File: src/rtl/instr_mem_loader.sv
// Byte-stream program loader for the fetch-stage instruction RAM.
// Takes a 16-bit big-endian word count followed by big-endian 32-bit words.
// Issues one RAM write per completed word and holds the CPU halted while loading.
// On success it pulses a CPU reset; on overflow or byte timeout it parks in ERROR.
module instr_mem_loader #(
  parameter int unsigned NB_BITS     = 32,
  parameter int unsigned RAM_DEPTH   = 10,
  parameter int unsigned NB_LEN      = 16,
  parameter int unsigned TIMEOUT_CYC = 1000
) (
  input  logic                 i_clk,
  input  logic                 i_rst,
  input  logic                 i_start,
  input  logic [7:0]           i_rx_data,
  input  logic                 i_rx_valid,
  output logic                 o_wr_en,
  output logic [RAM_DEPTH-1:0] o_wr_addr,
  output logic [NB_BITS-1:0]   o_wr_data,
  output logic                 o_cpu_halt,
  output logic                 o_cpu_rst,
  output logic                 o_busy,
  output logic                 o_done,
  output logic [1:0]           o_err,
  output logic [NB_LEN-1:0]    o_word_cnt
);

  localparam int unsigned NB_SR   = NB_BITS - 8;
  localparam int unsigned NB_TMR  = $clog2(TIMEOUT_CYC + 1);
  localparam int unsigned NB_LENX = NB_LEN + 1;
  localparam logic [NB_LENX-1:0] MAX_WORDS = NB_LENX'(2 ** RAM_DEPTH);
  localparam logic [NB_TMR-1:0]  TMR_LAST  = NB_TMR'(TIMEOUT_CYC - 1);

  localparam logic [1:0] ERR_NONE    = 2'b00;
  localparam logic [1:0] ERR_LEN     = 2'b01;
  localparam logic [1:0] ERR_TIMEOUT = 2'b10;

  typedef enum logic [2:0] {
    ST_IDLE,
    ST_LEN_HI,
    ST_LEN_LO,
    ST_DATA,
    ST_DONE,
    ST_ERROR
  } state_t;

  state_t              state;
  logic [NB_LEN-1:0]   len;
  logic [1:0]          byte_idx;
  logic [NB_SR-1:0]    word_sr;
  logic [RAM_DEPTH-1:0] addr;
  logic [NB_TMR-1:0]   timer;

  logic [NB_LEN-1:0]   len_full_c;
  logic [NB_LEN-1:0]   cnt_inc_c;

  // Full word count once the low header byte arrives; count after the pending write
  assign len_full_c = {len[NB_LEN-1:8], i_rx_data};
  assign cnt_inc_c  = o_word_cnt + NB_LEN'(1);

  // Loader FSM with registered outputs
  always_ff @(posedge i_clk) begin
    if (i_rst) begin
      state      <= ST_IDLE;
      len        <= '0;
      byte_idx   <= '0;
      word_sr    <= '0;
      addr       <= '0;
      timer      <= '0;
      o_wr_en    <= 1'b0;
      o_wr_addr  <= '0;
      o_wr_data  <= '0;
      o_cpu_halt <= 1'b0;
      o_cpu_rst  <= 1'b0;
      o_busy     <= 1'b0;
      o_done     <= 1'b0;
      o_err      <= ERR_NONE;
      o_word_cnt <= '0;
    end else begin
      o_wr_en   <= 1'b0;
      o_cpu_rst <= 1'b0;
      case (state)
        ST_IDLE, ST_DONE, ST_ERROR: begin
          // Bytes arriving outside a load (or alongside start) are dropped
          if (i_start) begin
            state      <= ST_LEN_HI;
            timer      <= '0;
            o_busy     <= 1'b1;
            o_cpu_halt <= 1'b1;
            o_done     <= 1'b0;
            o_err      <= ERR_NONE;
            o_word_cnt <= '0;
          end
        end
        ST_LEN_HI, ST_LEN_LO, ST_DATA: begin
          if (i_rx_valid) begin
            timer <= '0;
            if (state == ST_LEN_HI) begin
              len   <= {i_rx_data, 8'h00};
              state <= ST_LEN_LO;
            end else if (state == ST_LEN_LO) begin
              len <= len_full_c;
              if (len_full_c == '0) begin
                state      <= ST_DONE;
                o_busy     <= 1'b0;
                o_cpu_halt <= 1'b0;
                o_done     <= 1'b1;
                o_cpu_rst  <= 1'b1;
              end else if ({1'b0, len_full_c} > MAX_WORDS) begin
                state  <= ST_ERROR;
                o_busy <= 1'b0;
                o_err  <= ERR_LEN;
              end else begin
                state    <= ST_DATA;
                addr     <= '0;
                byte_idx <= '0;
              end
            end else begin
              byte_idx <= byte_idx + 2'd1;
              if (byte_idx == 2'd3) begin
                o_wr_en    <= 1'b1;
                o_wr_addr  <= addr;
                o_wr_data  <= {word_sr, i_rx_data};
                addr       <= addr + RAM_DEPTH'(1);
                o_word_cnt <= cnt_inc_c;
                if (cnt_inc_c == len) begin
                  state      <= ST_DONE;
                  o_busy     <= 1'b0;
                  o_cpu_halt <= 1'b0;
                  o_done     <= 1'b1;
                  o_cpu_rst  <= 1'b1;
                end
              end else begin
                word_sr <= {word_sr[NB_SR-9:0], i_rx_data};
              end
            end
          end else if (timer == TMR_LAST) begin
            // Partial word is abandoned; words already written stay in RAM
            state  <= ST_ERROR;
            o_busy <= 1'b0;
            o_err  <= ERR_TIMEOUT;
          end else begin
            timer <= timer + NB_TMR'(1);
          end
        end
        default: state <= ST_IDLE;
      endcase
    end
  end

endmodule

File: config.mk
export PLATFORM = sky130hd
export DESIGN_NAME = instr_mem_loader
export DESIGN_NICKNAME = d
export VERILOG_FILES = /design/src/rtl/instr_mem_loader.sv
export SDC_FILE = /design/constraint.sdc
export NUM_CORES = 1
export LEC_CHECK = 0
export BUFFER_PORTS_ARGS = -buffer_cell sky130_fd_sc_hd__buf_4
export CAP_MARGIN = 20
export CORE_AREA = 2 2 107 109
export CTS_BUF_LIST = sky130_fd_sc_hd__clkbuf_8
export CTS_CLUSTER_DIAMETER = 50
export DETAILED_ROUTE_END_ITERATION = 16
export DIE_AREA = 0 0 109 111
export PLACE_DENSITY = 0.81
export SLEW_MARGIN = 20
export SYNTH_ARGS = -nofsm -noshare
export SYNTH_HDL_FRONTEND = slang
export SYNTH_SLANG_ARGS = --single-unit
File: constraint.sdc
create_clock -name i_clk -period 2.2 [get_ports i_clk]
set_input_delay 0.22 -clock i_clk [delete_from_list [all_inputs] [get_ports i_clk]]
set_output_delay 0.22 -clock i_clk [all_outputs]
set_load 0.02 [all_outputs]
* After elaboration in Yosys (flattened, before gate mapping)
Index checks and enable logic that the tools add are counted.
** Word-level totals
- Input port bits :: 12
- Bits in latches :: 0
- Bits in writable memories :: 0
- Memory bits (read-only) :: 0
- Memories :: 0
- Bits in registers :: 130
** Operators by class
- $lt $le $gt $ge :: 1
- Div/mod/pow operators :: 0
- Equal/unequal tests :: 29
- Multipliers :: 0
- Mux-type cells :: 65
- Add/sub/neg operators :: 4
- Bitwise logic cells :: 5
- Shift operators :: 0
- Reductions and logical operators :: 21
** Operators with widths (number)
- 16-bit two-way mux :: 6
- 10-bit two-way mux :: 7
- 16-bit one-hot mux with 2 select lines :: 1
- 3-bit two-way mux :: 9
- 3-bit inequality test (second input constant) :: 9
- 1-bit two-way mux :: 25
- 7-bit AND reduction :: 3
- 10-bit by 1-bit adder with 10-bit output (second input constant) :: 2
- 2-bit two-way mux :: 10
- 10-bit one-hot mux with 2 select lines :: 1
- 16-bit by 1-bit adder with 16-bit output (second input constant) :: 1
- 16-bit == test :: 1
- 16-bit by 11-bit > comparator with 1-bit output (second input constant) :: 1
- 16-bit zero test :: 1
- 5-bit inequality test (second input constant) :: 3
- 5-bit AND reduction :: 3
- 2-bit inequality test (second input constant) :: 7
- 6-bit AND reduction :: 2
- 10-bit == test (second input constant) :: 1
- 3-bit AND reduction :: 3
- 8-bit two-way mux :: 1
- 4-bit inequality test (second input constant) :: 2
- 3-bit by 2-bit == test with 1-bit output (second input constant) :: 2
- 3-bit == test (second input constant) :: 2
- 13 further kinds :: 22

* Depth between registers and ports, before layout
- Depth in word-level cells :: 8
- Mapped depth :: 9
- Gate-level depth less buffers :: 8

* Worst setup path after synthesis
OpenSTA, ideal clock, no wires.
- Kind :: flip-flop to flip-flop
- Start point :: reg o_word_cnt[0]
- End point :: reg state[1]
- Data arrival time :: 2.243 ns
- Slack :: -0.185 ns
- Cell stages (with the launch flop) :: 10
- Setup time :: 0.142 ns
- Cells stage by stage :: dfxtp_1 > ha_1 > nand3_1 > buf_2 > nor4_1 > xnor2_1 > nand3_1 > nor4_1 > a21o_1 > a221oi_1
** On the way
- Word-level cells in the longest chain between the ends :: 4
** Ends and longest elaborated chain
- start: declaration :: line 24 : output logic [NB_LEN-1:0] o_word_cnt
- start signal: assignment :: line 124 : o_word_cnt <= cnt_inc_c;
- 16-bit by 1-bit adder with 16-bit output :: line 58 : assign cnt_inc_c = o_word_cnt + NB_LEN'(1);
- 16-bit == test :: line 125 : if (cnt_inc_c == len) begin
- 5-bit inequality test (no source line)
- 4-bit AND reduction (no source line)
- end signal: assignment :: line 63 : state <= ST_IDLE;
- end signal: assignment :: line 126 : state <= ST_DONE;
- end signal: assignment :: line 138 : state <= ST_ERROR;
- end: declaration :: line 46 : state_t state;
No other way between the ends.
A chain may end at the register's enable or synchronous reset.

* Worst setup path after layout
- Start point :: reg o_word_cnt[8]
- End point :: reg o_done
** On the way
- Word-level cells in the longest chain between the ends :: 4
** Ends and longest elaborated chain
- 16-bit by 1-bit adder with 16-bit output :: line 58
- 16-bit == test :: line 125
- 3-bit inequality test (no source line)
- 7-bit AND reduction (no source line)
- end signal: assignment :: line 75 : o_done <= 1'b0;
- end signal: assignment :: line 89 : o_done <= 1'b0;
- end signal: assignment :: line 129 : o_done <= 1'b1;
- end: declaration :: line 22 : output logic o_done,
No other way between the ends.

==> impl_metrics.ini <==
[critical_path]
r2r_slack_ns = 0.02
cp_max_fo = 8
cp-start-kind = register
critical_path_required_ns = 2.56
end_kind = register
arrival_ns = 2.53
crit_type = reg -> reg

[detailed_routing]
wl_um = 15200
post_drt_wl_per_cell_um = 15.5
ant_nets = 0
vias = 5601
first_pass_iters = 5
post-route-drc-count = 0
drt_iter0_drc = 414
viasPerCell = 5.71

[cells_and_area]
final_net_count = 841
fin_cells = 981
n_antenna_cell = 0
drive_above_1_share = 0.223
stdcell_area_mm2 = 0.00712
fill_cells = 898
area.growth.synth_to_final_pct = 22.9

[synthesis]
synth_most_common_cell = nand2_1
synth_edf_count = 0
synth.avg_cell_area_um2 = 7.87
synth_common_cells = 181 x nand2_1, 130 x dfxtp_1, 102 x a21oi_1
synthArstFlopShare = 0
netlist.area_leader.share = 0.449
yosysUniqueCellTypes = 57
synthFlopType = dfxtp_1
yosys.area.top_type = dfxtp_1
seq_area_frac_synth = 0.449
synth_cells = 736
yosys-top-cells-area = dfxtp_1 45%, nand2_1 12%, a21oi_1 8.8%, nor2_1 3.9%, xor2_1 3.2%
syn_nets = 752
syn_area_mm2 = 0.00579
yosysWarnings = 0
ys_ff_latch = 130

[clocking]
cts_buffers = 17
cts.clk_slew.worst_paths_ns = 0.08
cts-root-buf = clkbuf_8
cts_max_level = 4
worstSkewPairLatency_ns = 0.46
tritoncts = built
clockBufferDepth = 2
numClockSinks = 130

[global_route]
grt.busiest_layer = met2
grt_pass1_vias = 5188
grt_util_met1 = 0.343
grt_overflow = 0
met2_usage = 0.402
grt_first_pass_wirelength_um = 24700
grt_max_degree = 46
track_usage = 0.256
globalRouteMet3Util = 0.0629
antenna_found_initial = 0

[timing]
relSlewSlack = 0.536
fmax_mhz = 459
period_minus_slack_ns = 2.18
hold_ws_ns = 0.0459
period_share = 0.990
slew_viol_final = 0
hold_viol = 0
grt_setup_unrepaired = true
worst_pin_slew_ns = 0.687
setup_viol = 0
finClkSkew_ns = 0.0145

[floorplan]
row_count = 39
start_util = 0.523
dieArea_mm2 = 0.0121
die_w_um = 109
design.core.area_mm2 = 0.0111
pin_count = 77
die_h_um = 111

[power_and_ir_drop]
ir_worst_vdd_v = 0.000519
power.total_uw = 5580
p_leak_uw = 0.00268
powerDensity_mw_per_mm2 = 784

[outcome]
outcome = complete, no violations

[worst_hold_path]
hp-class = in -> reg

[place]
portBuffers = 76
place_area_mm2 = 0.00665
place_hpwl_um = 10600
placedCellCount = 948
routabilityCongestion = 0.911

[flow_run]
drv_cap = 0
through the flow:
| step | util | TNS [ns] | worst slack, ns |
|---|---|---|---|
| floorplan | - | 0 | 0.00126 |
| global placement | 0.601 | 0 | 0.0456 |
| detailed placement | 0.601 | -0.0370 | -0.0324 |
| CTS | 0.633 | 0 | 0.00226 |
| global route | 0.642 | -0.536 | -0.0393 |
| finish | 0.642 | 0 | 0.0222 |
cells by family (layout without fill, tap and decap cells):
logic type | Yosys count | after routing | share of synthesized area
buffers and inverters | 52 | 154 | 0.0395
AO/OA/AOI/OAI | 158 | 158 | 0.154
flip-flops | 130 | 130 | 0.449
adder cells (fa/ha/maj) | 4 | 4 | 0.00864
AND/OR/NAND/NOR | 353 | 353 | 0.289
XOR/XNOR | 37 | 37 | 0.0560
multiplexers | 2 | 2 | 0.00367
worst max-delay path, cell delays in order, from the launching register on:
cell and delay, ns:
dfxtp_4 0.38, and2_4 0.16, or4b_1 0.54, a21oi_2 0.17, o211ai_1 0.11, or2_1 0.27, or3_1 0.37, o311ai_1 0.07
registers in the layout, indices dropped and copies added, names as in the netlist, 3 cells and up:
signal / cells
o_wr_data: 32
word_sr: 24
len: 16
o_word_cnt: 16
addr: 10
o_wr_addr: 10
timer: 10
state: 3
power by group:
part / switching [µW] / internal, µW
clock network: 988 / 820
logic: 742 / 418
registers: 149 / 2460
layout by cell type (no fill, tap or decap), types with 3 or more instances in the layout:
cell type / count
nand4_1: 11
xor2_1: 20
o211ai_1: 4
dfxtp_1: 119
nand2_1: 180
buf_4: 114
clkbuf_8: 18
inv_1: 8
nand2b_1: 7
or3_1: 3
clkinv_2: 4
o21ai_0: 16
a21oi_1: 101
inv_6: 4
nor3_1: 14
nand3_1: 20
a22oi_1: 10
clkinv_4: 3
nor4_1: 6
nor2_1: 60
and4_1: 4
dfxtp_2: 7
and3_1: 3
nand3b_1: 6
nor2b_1: 4
o311ai_0: 3
o21ai_1: 3
nor4_2: 4
xnor2_1: 15
ha_1: 3
a31oi_1: 3
dfxtp_4: 4
final cells by class:
type / count / area, µm² / area share
clock buffers: 18 / 248 / 0.0348
clock inverters: 14 / 104 / 0.0146
inverters: 7 / 26.3 / 0.00369
multi-input cells: 554 / 3060 / 0.430
flip-flops and latches: 130 / 2630 / 0.369
well taps: 143 / 179 / 0.0251
repair buffers: 115 / 876 / 0.123
final timing paths:
kind,startpoint,end,cells past startpoint
max,o_word_cnt[8],o_done,7
min,i_rx_data[1],len[9],3
max reg2reg,o_word_cnt[8],o_done,7
min reg2reg,word_sr[17],o_wr_data[25],2
repair_timing:
item                                    in CTS  in global routing
hold endpoints to repair                     0                  0
endpoints found under the setup margin       3                 70
gates resized for setup                      3                 27
hold buffers                                 0                  0
pin swaps                                    1                  5
buffers inserted                             0                  1
per-layer routing:
layer | wire length (µm) | up-vias | share of wire
met2 | 7400 | 206 | 0.49
met5 | 0 | - | 0
met1 | 6580 | 2661 | 0.43
met4 | 256 | 0 | 0.017
met3 | 989 | 29 | 0.065
li1 | - | 2705 | -
Note: power is estimated with default switching activity, not from simulation.
